--- src/rtl/rs_drv_pkg.sv ---
// Shared definitions for the RS cell excitation driver: FSM encoding and
// default sizing constants.
package rs_drv_pkg;

  localparam int RSDRV_WIDTH_DEF     = 8;
  localparam int RSDRV_MAX_RETRY_DEF = 3;

  localparam logic [2:0] ST_IDLE_ENC   = 3'd0;
  localparam logic [2:0] ST_DRIVE_ENC  = 3'd1;
  localparam logic [2:0] ST_SETTLE_ENC = 3'd2;
  localparam logic [2:0] ST_CHECK_ENC  = 3'd3;
  localparam logic [2:0] ST_REPORT_ENC = 3'd4;

  typedef enum logic [2:0] {
    ST_IDLE   = ST_IDLE_ENC,
    ST_DRIVE  = ST_DRIVE_ENC,
    ST_SETTLE = ST_SETTLE_ENC,
    ST_CHECK  = ST_CHECK_ENC,
    ST_REPORT = ST_REPORT_ENC
  } rs_state_e;

endpackage

--- src/rtl/rs_exc_encode.sv ---
// Set/reset excitation encoder. Minimal mode only touches bits that differ
// from the current cell value; full mode forces every bit toward the target.
module rs_exc_encode
  import rs_drv_pkg::*;
#(
  parameter int WIDTH = RSDRV_WIDTH_DEF
) (
  input  logic [WIDTH-1:0] target_i,
  input  logic [WIDTH-1:0] q_i,
  input  logic             force_all_i,
  output logic [WIDTH-1:0] s_o,
  output logic [WIDTH-1:0] r_o
);

  // Both branches derive s and r from complementary target terms, so a bit
  // can never see S and R together.
  always_comb begin
    if (force_all_i) begin
      s_o = target_i;
      r_o = ~target_i;
    end else begin
      s_o = target_i & ~q_i;
      r_o = ~target_i & q_i;
    end
  end

endmodule

--- src/rtl/rs_excitation_driver.sv ---
// Drives a bank of external RS cells to a requested word and verifies the
// readback. Optional retry with full forcing excitation: define RSDRV_RETRY_EN.
//
// state  | meaning
// IDLE   | ready for a target word
// DRIVE  | one cycle of set/reset excitation
// SETTLE | excitation removed, cells settle
// CHECK  | compare q/qbar readback against target
// REPORT | one-cycle done or err pulse
module rs_excitation_driver
  import rs_drv_pkg::*;
#(
  parameter int WIDTH     = RSDRV_WIDTH_DEF,
  parameter int MAX_RETRY = RSDRV_MAX_RETRY_DEF
) (
  input  logic             clk,
  input  logic             reset_n,
  input  logic             tgt_valid,
  output logic             tgt_ready,
  input  logic [WIDTH-1:0] tgt_data,
  output logic [WIDTH-1:0] s_out,
  output logic [WIDTH-1:0] r_out,
  input  logic [WIDTH-1:0] q_in,
  input  logic [WIDTH-1:0] qbar_in,
  output logic             done,
  output logic             err,
  output logic [WIDTH-1:0] err_mask
);

  rs_state_e        state_q, state_d;
  logic [WIDTH-1:0] target_q, target_d;
  logic [WIDTH-1:0] s_q, s_d, r_q, r_d;
  logic [WIDTH-1:0] mask_q, mask_d;
  logic             done_q, done_d, err_q, err_d;

  logic [WIDTH-1:0] enc_target, enc_s, enc_r, fail_bits;
  logic             enc_force, retry_left;

`ifdef RSDRV_RETRY_EN
  localparam int CNT_W = (MAX_RETRY > 0) ? $clog2(MAX_RETRY + 1) : 1;

  logic [CNT_W-1:0] attempt_q, attempt_d;

  assign retry_left = attempt_q < CNT_W'(MAX_RETRY);
  assign enc_force  = (state_q == ST_CHECK);

  always_ff @(posedge clk or negedge reset_n) begin
    if (!reset_n) attempt_q <= '0;
    else          attempt_q <= attempt_d;
  end
`else
  logic unused_max_retry;

  assign unused_max_retry = (MAX_RETRY != 0);
  assign retry_left       = 1'b0;
  assign enc_force        = 1'b0;
`endif

  // The first drive encodes straight from the offered word and the live q_in
  // at the handshake edge, so it lands in DRIVE without an extra cycle.
  assign enc_target = (state_q == ST_IDLE) ? tgt_data : target_q;

  rs_exc_encode #(.WIDTH(WIDTH)) u_encode (
    .target_i    (enc_target),
    .q_i         (q_in),
    .force_all_i (enc_force),
    .s_o         (enc_s),
    .r_o         (enc_r)
  );

  assign fail_bits = (q_in ^ target_q) | (qbar_in ^ ~target_q) | ~(q_in ^ qbar_in);

  always_comb begin
    state_d  = state_q;
    target_d = target_q;
    mask_d   = mask_q;
    s_d      = '0;
    r_d      = '0;
    done_d   = 1'b0;
    err_d    = 1'b0;
`ifdef RSDRV_RETRY_EN
    attempt_d = attempt_q;
`endif
    unique case (state_q)
      ST_IDLE: begin
        if (tgt_valid) begin
          state_d  = ST_DRIVE;
          target_d = tgt_data;
          mask_d   = '0;
          s_d      = enc_s;
          r_d      = enc_r;
`ifdef RSDRV_RETRY_EN
          attempt_d = '0;
`endif
        end
      end
      ST_DRIVE:  state_d = ST_SETTLE;
      ST_SETTLE: state_d = ST_CHECK;
      ST_CHECK: begin
        if (fail_bits == '0) begin
          state_d = ST_REPORT;
          done_d  = 1'b1;
        end else if (retry_left) begin
          state_d = ST_DRIVE;
          s_d     = enc_s;
          r_d     = enc_r;
`ifdef RSDRV_RETRY_EN
          attempt_d = attempt_q + 1'b1;
`endif
        end else begin
          state_d = ST_REPORT;
          err_d   = 1'b1;
          mask_d  = fail_bits;
        end
      end
      ST_REPORT: state_d = ST_IDLE;
      default:   state_d = ST_IDLE;
    endcase
  end

  always_ff @(posedge clk or negedge reset_n) begin
    if (!reset_n) begin
      state_q  <= ST_IDLE;
      target_q <= '0;
      s_q      <= '0;
      r_q      <= '0;
      mask_q   <= '0;
      done_q   <= 1'b0;
      err_q    <= 1'b0;
    end else begin
      state_q  <= state_d;
      target_q <= target_d;
      s_q      <= s_d;
      r_q      <= r_d;
      mask_q   <= mask_d;
      done_q   <= done_d;
      err_q    <= err_d;
    end
  end

  assign tgt_ready = (state_q == ST_IDLE);
  assign s_out     = s_q;
  assign r_out     = r_q;
  assign done      = done_q;
  assign err       = err_q;
  assign err_mask  = mask_q;

endmodule

--- config.mk ---
export PLATFORM = sky130hd
export DESIGN_NAME = rs_excitation_driver
export DESIGN_NICKNAME = d
export VERILOG_FILES = /design/src/rtl/rs_drv_pkg.sv /design/src/rtl/rs_exc_encode.sv /design/src/rtl/rs_excitation_driver.sv
export SDC_FILE = /design/constraint.sdc
export NUM_CORES = 1
export LEC_CHECK = 0
export CELL_PAD_IN_SITES_DETAIL_PLACEMENT = 0
export CELL_PAD_IN_SITES_GLOBAL_PLACEMENT = 1
export CORE_UTILIZATION = 36
export CTS_CLUSTER_SIZE = 28
export DETAILED_ROUTE_END_ITERATION = 16
export PLACE_DENSITY_LB_ADDON = 0.1
export SYNTH_ARGS = -nofsm -noshare
export SYNTH_HDL_FRONTEND = slang
export SYNTH_HIERARCHICAL = 1
export SYNTH_SLANG_ARGS = --single-unit
--- constraint.sdc ---
create_clock -name clk -period 2.4 [get_ports clk]
set_clock_uncertainty 0.15 [all_clocks]
set_input_delay 0.36 -clock clk [delete_from_list [all_inputs] [get_ports clk]]
set_output_delay 0.36 -clock clk [all_outputs]
set_load 0.03 [all_outputs]
==> results by stage, run 1 <==
Floorplan:
- The initial core utilization is about two fifths.
- The area of the placeable core is 4817 sq um.
- Measured along the x axis, the die boundary spans roughly 74 um.
- Measured along the y axis, the die boundary spans 73.50 um.
- During I/O placement, the number of pins put on the boundary was 54.
- The die outline area is 5402 sq um.
- The row count is 25.

Timing:
- The final max-slew violation count came to 0.
- The final critical-path share of the clock period is a little over four fifths.
- The hold violation total from the final report came to 0.
- Timing would allow up to approximately 500 MHz.
- Setup total negative slack on the finished layout was measured at 0 ns.
- Setup violations remaining at the end of the flow were counted as 0.
- Setup repair after global routing left no endpoint under its margin.
- The post-layout minimum cycle time is between 1.5 and 2 ns.

Setup path:
- The largest single stage delay on the critical path is 0.60 ns.
- The depth of the critical timing path with buffers and inverters included is 5.
- The startpoint of the most critical register-to-register path is state_q[0].
- STA classifies the critical path startpoint as a primary input.
- The number of cells traversed by the worst register-to-register path is 5.
- The critical path is of the primary input to flip-flop type.
- The critical path goes through clkdlybuf4s50_1 > and3b_1 > o22ai_1 > or4_4 > and2_4.
- The kind of cell with the highest combined delay along the critical path is simple AND/OR/NAND/NOR gates.
- The critical path endpoint category is a flip-flop.
- The largest driver fanout on the critical path is 10.
- STA puts the critical path data arrival time at 2.03 ns.
- The cell at the slowest stage of the critical path is sky130_fd_sc_hd__or4_4.
- The endpoint identified for the worst register-to-register timing path is s_out[4].
- In this run the register-to-register setup slack is roughly 0.5 ns.
- The critical path buffer and inverter count is 1.
- STA puts the critical path data required time at between 2 and 2.5 ns.

Global route:
- The first global-routing pass estimated about 6.8 mm of wire.
- Entering global routing, the biggest net connects 38 pins.
- The residual overflow from global routing is 0.
- The number of antenna violations at the first check in global routing is 0.
- The number of global-route vias before repair is between 1000 and 1500.
- Global routing used around 17% of the available tracks across all layers.

Cells and area:
- From synthesis to final layout, the design area changed by 38.14%.
- 0 antenna diodes ended up in the layout.
- The number of nets at the end of the flow is about 250.
- The layout has 465 filler cells.
- Registers take 925.9 sq um.
- Summing all multi-input logic gate instances after layout gives about 850 sq um.
- The number of non-filler instances in the completed layout is a little under 300.
- Cells with a size suffix above 1 make up a little under a fifth of the layout.
- The final core area utilization is between 50% and 60%.

Detailed routing:
- Detailed routing placed a total of roughly 2.1 mm of wire on met2.
- The residual DRC count is 0.
- The number of violations reported at the end of detailed-routing iteration 0 is 45.
- The number of detailed-routing iterations run before antenna repair is 4.
- The detailed router placed around 1400 vias in this run.
- In the final routing, the length of wire on met1 measures 1.865 mm.
- After detailed routing, no signal wire sits above met4.
- The routed wire length is around 4.2 mm.
- The remaining number of nets flagged by the antenna check after routing is 0.
- Detailed routing placed a total of about 220 um of wire on met3.
- In the final routed layout, each cell accounts on average for 14.40 um.
- Using the TritonRoute via totals, the vias-per-cell ratio works out to approximately 4.8.

Synthesis:
- By area the synthesized netlist is led by sky130_fd_sc_hd__dfrtp_1 (50%), sky130_fd_sc_hd__mux2_2 (8.0%), sky130_fd_sc_hd__and3_1 (5.4%).
- The sequential fraction of the synthesis area is around half.
- The cell count after synthesis is 169.
- The cell area after synthesis is 1841 sq um.
- Summed over its instances, the top area cell type makes up 50.31% of the synthesized netlist area.
- The synthesized area per cell is 10.89 sq um.
- The number of enable flip-flop cells after synthesis is 0.
- The post-synth net total is 196.
- Sorting the synthesized cells by how often they occur yields sky130_fd_sc_hd__dfrtp_1 (37), sky130_fd_sc_hd__nor2_1 (19), sky130_fd_sc_hd__and3_1 (16).
- The synthesized design contains 37 register bits.
- The dominant synthesized flop cell is sky130_fd_sc_hd__dfrtp_1.
- The share of async-settable or async-resettable flops after synthesis is between 90% and 100%.
- The warning count from the yosys run is 6.
- sky130_fd_sc_hd__dfrtp_1 is the most common cell in the netlist.
- The library cell occupying the most area in the post-synthesis netlist is sky130_fd_sc_hd__dfrtp_1.
- In this run, distinct cell masters in the synthesized netlist total 28.

CTS:
- TritonCTS built the clock tree.
- The H-tree was split into 2 levels.
- For the worst-skew pair, the clock arrives at the later sink with an insertion delay of approximately 0.29 ns.
- Once the clock tree was built, the setup fixing pass inserted 0 buffers.
- The clock input transition at the sequential cells of the worst setup and hold paths is 0.08 ns.
- The number of resized instances in the post-cts repair step is 0.
- Clock tree synthesis found a total of 37 sinks.
- The clock tree root driver cell is sky130_fd_sc_hd__clkbuf_8.
- The number of buffers between clock root and the deepest sink is 2.
- After clock tree synthesis, the flow added hold-fix buffers numbering 0.
- Clock tree synthesis inserted a total of 5 buffers.

Power:
- The analysis attributes to cell leakage a power of approximately 1.1 nW.
- The worst-case IR drop observed on VDD is 0.4714 mV.
- In this run the power density over the cells is 1188 nW/um^2.

Placement:
- The number of placed instances, taps included, is 284.
- During placement, the flow inserted port buffers numbering 53.
- The routability-driven placement congestion ratio is between 0.6 and 0.7.
- After legalization and detailed placement, the total HPWL measured 3.138 mm.

Min path:
- The path type of the worst min-delay path is primary input to asynchronous set/reset pin.

Job:
- The count of max-cap constraint violations is 0.

Status:
- The run finished with clean final reports.
cells in the final DEF (no fill, tap or decap), types with 3 or more instances in the layout:
cell / n
sky130_fd_sc_hd__a21boi_2: 8
sky130_fd_sc_hd__o22ai_1: 4
sky130_fd_sc_hd__nor3b_2: 4
sky130_fd_sc_hd__mux2_2: 13
sky130_fd_sc_hd__nor3b_1: 4
sky130_fd_sc_hd__dfrtp_1: 37
sky130_fd_sc_hd__nor3_1: 9
sky130_fd_sc_hd__nand2_1: 9
sky130_fd_sc_hd__and3_1: 16
sky130_fd_sc_hd__and3b_1: 8
sky130_fd_sc_hd__nor2_1: 19
sky130_fd_sc_hd__a21oi_1: 8
sky130_fd_sc_hd__clkdlybuf4s50_1: 52
sky130_fd_sc_hd__o21ai_1: 8
sky130_fd_sc_hd__buf_4: 4
sky130_fd_sc_hd__clkbuf_8: 5
sky130_fd_sc_hd__mux2_1: 3
routing by layer:
layer	vias to the layer above	GRT usage, %
li1	708	-
met2	39	28.44
met5	-	0
met3	2	5.350
met4	0	5.769
met1	655	21.45
final cells by class:
cell class                      instances  area share [%]
Multi-Input combinational cell        122           33.61
Clock buffer                            5           2.707
Clock inverter                          3           1.821
Inverter                                2          0.4921
Timing Repair Buffer                   56           21.65
Sequential cell                        37           36.42
Tap cell                               67           3.297
sequential cells by signal, indices dropped and copies added (netlist names):
signal    flops
err_mask      8
r_out         8
err           1
done          1
s_out         8
target_q      8
state_q       3
worst max path at each step:
stage | startpoint | slack, ns | endpoint
detailed placement | q_in[5] | 0.1 | err
finish | q_in[2] | 0.40 | err
global route | state_q[0] | 0.33 | tgt_ready
global placement | q_in[2] | 0.13 | err
floorplan | state_q[0] | 0.47 | s_out[4]
CTS | q_in[5] | 0.41 | err
stage by stage:
stage	setup WS, ns	total power [mW]	hold slack [ns]	area, sq um
after floorplan	0.4688	2.003	-0.08559	1841
after global placement	0.1251	2.472	0.3723	2427
after detailed placement	0.09572	2.505	0.3737	2427
after CTS	0.4113	3.052	0.3483	2542
after global routing	0.3298	3.232	0.3706	2542
final	0.4011	3.020	0.3220	2542
worst reg2reg max path, delay by kind of cell (launching register included):
kind	cells	cell delay (ns)
AOI/OAI and AO/OA	1	0.16
buffers and inverters	1	0.29
DFF	1	0.47
muxes	1	0.40
and+or+nand+nor	2	0.35
where the power goes:
| part | total [mW] | switching, mW | leakage [nW] | internal, mW |
|---|---|---|---|---|
| Clock | 0.543 | 0.232 | 0.0543 | 0.311 |
| Combinational | 1.46 | 0.750 | 0.575 | 0.706 |
| Sequential | 1.02 | 0.176 | 0.480 | 0.845 |
cells by family after synthesis:
family	synth area share, %
AND/OR/NAND/NOR	24.95
buffers and inverters	3.263
multiplexers	9.789
AO/OA/AOI/OAI	11.01
other	0.2037
XOR/XNOR	0.4760
flip-flops	50.31
(Power assumes the default switching activity.)
==> run 2, diff against run 1 <==
==> constraint.sdc (replaced) <==
create_clock -name clk -period 2 [get_ports clk]
set_clock_uncertainty 0.15 [all_clocks]
set_input_delay 0.3 -clock clk [delete_from_list [all_inputs] [get_ports clk]]
set_output_delay 0.3 -clock clk [all_outputs]
set_load 0.03 [all_outputs]
==> run 2 against run 1 <==
Against the previous run:
- combinational power up 25%
- non-clock buffer count is 14 higher
- largest power group unchanged
- clock power shrank 5.5%
- largest cell class unchanged
- hold slack worse by 0.049 ns
- first-iteration DRC count up 27%
- flip-flop and latch count did not move
- setup slack worse by 0.31 ns
- critical path depth decreased by 1
- sequential share of layout area decreased by 1.1 points
- power is 18% higher
- utilization grew 1.8 points
- final cell count grew 4.8%
==> results by stage, run 2 (same netlist as run 1, synthesis figures left out) <==
Detailed routing:
- The top layer reached by signal wires is met4.
- The number of violations reported at the end of detailed-routing iteration 0 is 57 (+27%).
- The number of detailed-routing iterations run before antenna repair came to 4 (unchanged).
- The overall via count from detail_route is 1492 (+6.3%).
- The met3 wirelength from detailed routing is 232 um (+4.5%).
- The number of vias per cell came to 4.876 (+1.4%).
- The routed wirelength normalized by instance count is 14.05 um (-2.4%).
- The length of routed wiring on met1 is 1.828 mm (-2.0%).
- The routed length on met2 was 2.177 mm (+4.0%).
- The remaining number of nets flagged by the antenna check after routing is 0 (unchanged).
- The routed wire length was 4.299 mm (+2.2%).
- The residual DRC count is 0 (unchanged).

Global route:
- The pin count of the biggest net entering global routing is 38 (unchanged).
- The number of global-route vias before repair was 1487 (+7.1%).
- The residual overflow from global routing is 0 (unchanged).
- The global routing usage summed across all routing layers came to 17.30% (+0.044 points).
- The global-route wire length before repair was 6.913 mm (+1.9%).
- The number of antenna violations at the first check in global routing is 0 (unchanged).

Floorplan:
- The die outline area is 5402 sq um (unchanged).
- The die span in x was 73.50 um (unchanged).
- The initial core utilization was 38.21% (unchanged).
- The row count is 25 (unchanged).
- The area of the placeable core is 4817 sq um (unchanged).
- The vertical extent of the die is 73.50 um (unchanged).
- The count of boundary I/O pins came to 54 (unchanged).

Placement:
- The estimated wirelength of the detail-placed design is 3.243 mm (+3.3%).
- The count of placed standard cells including taps came to 298 (+4.9%).
- The total cell area at the placement stage is 2532 sq um (+4.3%).
- The routability-driven placement congestion ratio was 0.7207 (+4.4%).
- The worst setup timing slack at the placement stage is -0.2028 ns (-0.2985 ns).
- The count of buffers from port buffering is 53 (unchanged).

Power:
- The power density of the placed cells is 1359 nW/um^2 (+14%).
- The total leakage power is 1.169 nW (+5.5%).
- The maximum VDD drop is 0.6781 mV (+44%).

Cells and area:
- Leaving out fill and tap cells, the most frequent cell in the layout is sky130_fd_sc_hd__clkdlybuf4s50_1.
- The area growth from synthesis to layout is 42.76%.
- The number of non-filler instances in the completed layout is 306 (+4.8%).
- The library cells used most frequently in the layout, excluding fill and tap cells, are sky130_fd_sc_hd__clkdlybuf4s50_1 (52), sky130_fd_sc_hd__dfrtp_1 (36), sky130_fd_sc_hd__nor2_1 (19).
- The filler cell count came to 457 (-1.7%).
- The layout cell share with drive strength beyond 1 was 23.43% (+5.2 points).
- The final core area utilization is 54.55% (+1.8 points).
- The number of nets at the end of the flow was 265 (+5.6%).
- The summed area of non-filler cells in the final layout is 2628 sq um (+3.3%).
- The number of antenna cells inserted is 0 (unchanged).

CTS:
- The number of buffers between clock root and the deepest sink came to 2 (unchanged).
- The clock latency of the later-clocked register in the worst-skew pair is 0.29 ns (about the same).
- The total clock sinks is 37 (unchanged).
- The clock tree root driver cell is sky130_fd_sc_hd__clkbuf_8.
- The CTS H-tree depth is 2 (unchanged).
- The total setup buffers inserted after CTS is 0 (unchanged).
- The clock input transition at the sequential cells of the worst setup and hold paths is 0.08 ns (about the same).
- The number of buffers created by CTS is 5 (unchanged).
- The TritonCTS clock tree is yes.

Timing:
- The number of setup violations in the final report was 0 (unchanged).
- The final worst slack is 0.09234 ns (-0.3087 ns).
- Setup repair after global routing left no endpoint under its margin.
- After layout, the worst path uses 95.38% of the clock period.
- The post-layout minimum cycle time is about 1.9 ns.
- The final max-slew violation count is 0 (unchanged).
- The hold violation total from the final report came to 0 (unchanged).
- The maximum achievable frequency is 524.2 MHz.
- The total negative slack for setup checks is 0 ns (unchanged).

Setup path:
- The largest driver fanout on the critical path is 17 (+7).
- The worst setup path is launched from a flip-flop.
- The start-to-end type of the worst setup path is flip-flop to primary output.
- The data arrival at the endpoint of the critical path is 1.46 ns (-0.57 ns).
- The worst setup path is captured at a primary output.
- The number of cells traversed by the worst register-to-register path is 4 (-1).
- The endpoint required time on the critical path was 1.55 ns (-0.88 ns).

Min path:
- In this run the worst hold path is classified as primary input to asynchronous set/reset pin.

Job:
- The count of max-cap constraint violations is 0 (unchanged).

Status:
- The flow ran to the end, and the final reports show no timing, DRC or antenna violations.
==> run 2: changes by cell type in the layout (fill, tap and decap cells not counted), sizes merged <==
cell / change
buf: +14
bufinv: -1
clkinv: +1
==> run 2: worst max-delay path, cell delays in order (launching register included) <==
cell and delay (ns):
sky130_fd_sc_hd__dfrtp_1 0.44, sky130_fd_sc_hd__nor3_4 0.21, sky130_fd_sc_hd__buf_6 0.18, sky130_fd_sc_hd__buf_6 0.16
sky130_fd_sc_hd__buf_4 0.17
==> run 2: area by class of cell <==
cell class	count	area (sq um)	share of cell area, %
inverter	2	12.51	0.4762
timing repair buffer	70	663.1	25.24
clock buffer	5	68.82	2.619
clock inverter	3	17.52	0.6667
tap	67	83.83	3.190
sequential	37	927.1	35.29
multi-input combinational	122	854.6	32.52
==> run 2: repair_timing <==
| item | 4_1_cts | 5_1_grt |
|---|---|---|
| pin swaps | 0 | 0 |
| hold buffers | 0 | 0 |
| setup endpoints to repair | 1 | 1 |
| resized for setup | 1 | 2 |
==> run 2: final timing paths <==
path | from | slack, ns | endpoint
max in group asynchronous | reset_n | 1.06 | state_q[0]
hold / removal | reset_n | 0.27 | s_out[0]
setup reg to reg | state_q[2] | 0.15 | target_q[5]
hold reg to reg | err_mask[6] | 0.39 | err_mask[6]
min in group clk | err_mask[6] | 0.39 | err_mask[6]
setup / recovery | state_q[2] | 0.09 | tgt_ready
==> run 2: through the flow <==
step	power [mW]	hold WS [ns]
5_1_grt	3.813	0.3428
3_5_place_dp	3.058	0.3785
2_1_floorplan	2.403	-0.1456
4_1_cts	3.593	0.2995
3_3_place_gp	3.013	0.3705
6_report	3.572	0.2728
==> run 2: where the power goes <==
part,switching (mW),leakage (nW),internal [mW],total (mW)
combinational,0.920,0.647,0.909,1.83
sequential,0.213,0.479,1.02,1.23
clock,0.273,0.0439,0.240,0.513
==> run 2: routing by layer <==
| layer | GRT usage [%] | vias up |
|---|---|---|
| met3 | 4.938 | 5 |
| met1 | 20.54 | 711 |
| met5 | 0 | - |
| li1 | - | 737 |
| met4 | 6.410 | 0 |
| met2 | 29.66 | 39 |
==> run 3, diff against run 2 <==
--- a/config.mk
+++ b/config.mk
@@ -7,10 +7,10 @@
 export LEC_CHECK = 0
 export CELL_PAD_IN_SITES_DETAIL_PLACEMENT = 0
 export CELL_PAD_IN_SITES_GLOBAL_PLACEMENT = 1
-export CORE_UTILIZATION = 36
+export CORE_UTILIZATION = 25
 export CTS_CLUSTER_SIZE = 28
 export DETAILED_ROUTE_END_ITERATION = 16
-export PLACE_DENSITY_LB_ADDON = 0.1
+export PLACE_DENSITY = 0.66
 export SYNTH_ARGS = -nofsm -noshare
 export SYNTH_HDL_FRONTEND = slang
 export SYNTH_HIERARCHICAL = 1
==> run 3 against run 2 <==
Against the previous run:
- utilization fell by 16 points
- power barely moved
- clock power rose by 0.8%
- flip-flop and latch count did not move
==> results by stage, run 3 (same netlist as run 1, synthesis figures left out) <==
CTS:
- The tree is rooted in a sky130_fd_sc_hd__clkbuf_8.
- The number of buffers created by CTS was 5 (unchanged).
- The total clock sinks came to 37 (unchanged).
- The number of buffers between clock root and the deepest sink is 2 (unchanged).
- The total setup buffers inserted after CTS is 0 (unchanged).
- The clock latency of the later-clocked register in the worst-skew pair was 0.29 ns (about the same).
- The TritonCTS clock tree is yes.
- The CTS H-tree depth is 2 (unchanged).
- The clock input transition at the sequential cells of the worst setup and hold paths was 0.08 ns (about the same).

Global route:
- The global routing met1 resource utilization is 16.67% (-3.9 points).
- The pin count of the biggest net entering global routing came to 38 (unchanged).
- The met2 demand-to-capacity share in global routing is 18.25% (-11 points).
- The highest-utilization routing layer at the global route stage is met2.
- The global routing usage summed across all routing layers is 12.16% (-5.1 points).
- The fraction of met3 tracks used by global routing is 3.676% (-1.3 points).
- The residual overflow from global routing is 0 (unchanged).
- The global-route wire length before repair is 6.975 mm (+0.90%).
- The number of antenna violations at the first check in global routing was 0 (unchanged).
- The number of global-route vias before repair came to 1427 (-4.0%).

Detailed routing:
- The overall via count from detail_route came to 1471 (-1.4%).
- The number of detailed-routing iterations run before antenna repair is 4 (unchanged).
- The residual DRC count came to 0 (unchanged).
- The routed wire length was 4.350 mm (+1.2%).
- The number of vias per cell is 4.404 (-9.7%).
- The routed wirelength normalized by instance count is 13.02 um (-7.3%).
- The remaining number of nets flagged by the antenna check after routing is 0 (unchanged).
- The number of violations reported at the end of detailed-routing iteration 0 is 67 (+18%).

Setup path:
- The worst reg-to-reg setup slack is 0.16 ns (about the same).
- The largest individual stage delay along the critical path comes from the cell sky130_fd_sc_hd__or4_4.
- The longest individual stage delay on the worst path is 0.61 ns (+0.17 ns).
- Walking the worst path, the cells encountered are clkdlybuf4s50_1 > and3b_1 > o22ai_1 > or4_4 > and2_4.
- The endpoint required time on the critical path is 2.04 ns (+0.49 ns).
- The end of the worst register-to-register path is err.
- In this run the critical register-to-register path is launched from target_q[5].
- The worst setup path is launched from a primary input.
- The largest driver fanout on the critical path is 10 (-7).
- The critical path endpoint category is a flip-flop.
- The number of cells traversed by the worst register-to-register path came to 4 (unchanged).
- The data arrival at the endpoint of the critical path is 1.97 ns (+0.51 ns).
- The worst setup path is of the primary input to flip-flop kind.

Cells and area:
- Leaving out fill and tap cells, the most frequent cell in the layout is sky130_fd_sc_hd__clkdlybuf4s50_1.
- The number of nets at the end of the flow came to 264 (-0.38%).
- The final core area utilization is 38.52% (-16 points).
- The library cells used most frequently in the layout, excluding fill and tap cells, are sky130_fd_sc_hd__clkdlybuf4s50_1 (51), sky130_fd_sc_hd__dfrtp_1 (37), sky130_fd_sc_hd__nor2_1 (19).
- The number of antenna cells inserted is 0 (unchanged).
- The area growth from synthesis to layout is 45.34%.
- The layout cell share with drive strength beyond 1 was 23.11% (-0.32 points).

Timing:
- The hold violation total from the final report is 0 (unchanged).
- The maximum achievable frequency is 518.2 MHz (-1.2%).
- Setup repair after global routing left no endpoint under its margin.
- The final max-slew violation count is 0 (unchanged).
- The number of setup violations in the final report is 0 (unchanged).
- The total negative slack for setup checks is 0 ns (unchanged).
- The post-layout minimum cycle time is 1.930 ns (+0.02228 ns).
- The final critical-path share of the clock period came to 96.50% (+1.1 points).

Min path:
- The path type of the worst min-delay path is primary input to asynchronous set/reset pin.

Floorplan:
- The die span in x is 87.80 um (+19%).
- The area of the placeable core is 6944 sq um (+44%).
- The initial core utilization is 26.50% (-12 points).
- The count of boundary I/O pins is 54 (unchanged).
- The die outline area was 7709 sq um (+43%).
- The vertical extent of the die came to 87.80 um (+19%).
- The row count came to 30 (+20%).

Power:
- The maximum VDD drop is 0.4652 mV (-31%).
- The power density of the placed cells is 1334 nW/um^2 (-1.9%).
- The total leakage power is 1.173 nW (+0.31%).

Placement:
- The routability-driven placement congestion ratio is 0.7447 (+3.3%).
- The estimated wirelength of the detail-placed design is 3.277 mm (+1.1%).
- The count of buffers from port buffering is 53 (unchanged).

Job:
- The count of max-cap constraint violations is 0 (unchanged).

Status:
- The run finished with clean final reports.
## run 3: cell types whose count changed in the layout (fill, tap and decap cells not counted), sizes merged
cell / delta
clkdlybuf4s50: -1
buf: -1
dlygate4sd3: +1
## run 3: layer usage
layer | share of wire [%] | up-vias | wire [um]
met2 | 46 | 45 | 1986
met5 | 0 | - | 0
li1 | - | 733 | -
met1 | 47 | 688 | 2031
met3 | 6.4 | 5 | 279
met4 | 1.2 | 0 | 51
## run 3: area by class of cell
class | count | area, sq um
Fill cell | 685 | 4269
Sequential cell | 37 | 925.9
Multi-Input combinational cell | 122 | 859.6
Timing Repair Buffer | 69 | 670.6
Tap cell | 96 | 120.1
Clock buffer | 5 | 68.82
Clock inverter | 3 | 17.52
Inverter | 2 | 12.51
## run 3: metrics by stage
| stage | setup WS (ns) | std cells | hold WS (ns) | power [mW] | instance area (sq um) |
|---|---|---|---|---|---|
| after floorplan | 0.06878 | 169 | -0.1456 | 2.403 | 1841 |
| after global placement | -0.2033 | 325 | 0.1329 | 3.073 | 2574 |
| after detailed placement | -0.2276 | 325 | 0.1317 | 3.081 | 2574 |
| after CTS | 0.06895 | 334 | 0.3512 | 3.614 | 2670 |
| after global routing | 0.02206 | 334 | 0.3862 | 3.832 | 2675 |
| final | 0.07006 | 334 | 0.3476 | 3.569 | 2675 |
## run 3: how the worst max path moves through the flow
stage	startpoint	endpoint	slack, ns	cells after the start
after global routing	qbar_in[1]	err	0.02	5
after global placement	qbar_in[3]	err	-0.20	5
after detailed placement	q_in[2]	err	-0.23	5
after floorplan	state_q[0]	s_out[4]	0.07	6
after CTS	q_in[2]	err	0.07	5
final	q_in[2]	err	0.07	5
## run 3: worst max-delay path: cells and delay by family
| family | cells | cell delay [ns] |
|---|---|---|
| and+or+nand+nor | 3 | 1.01 |
| buffers and inverters | 1 | 0.53 |
| AOI/OAI and AO/OA | 1 | 0.12 |
## run 3: report_power, final
group	leakage (nW)	switching [mW]	internal, mW
logic	0.649	0.900	0.922
registers	0.480	0.217	1.01
clock network	0.0439	0.276	0.241
## run 3: repair_timing
item | CTS | global route
hold buffers | 1 | 0
resized for setup | 0 | 1
endpoints found under the setup margin | 0 | 1
endpoints found under the hold margin | 37 | 0
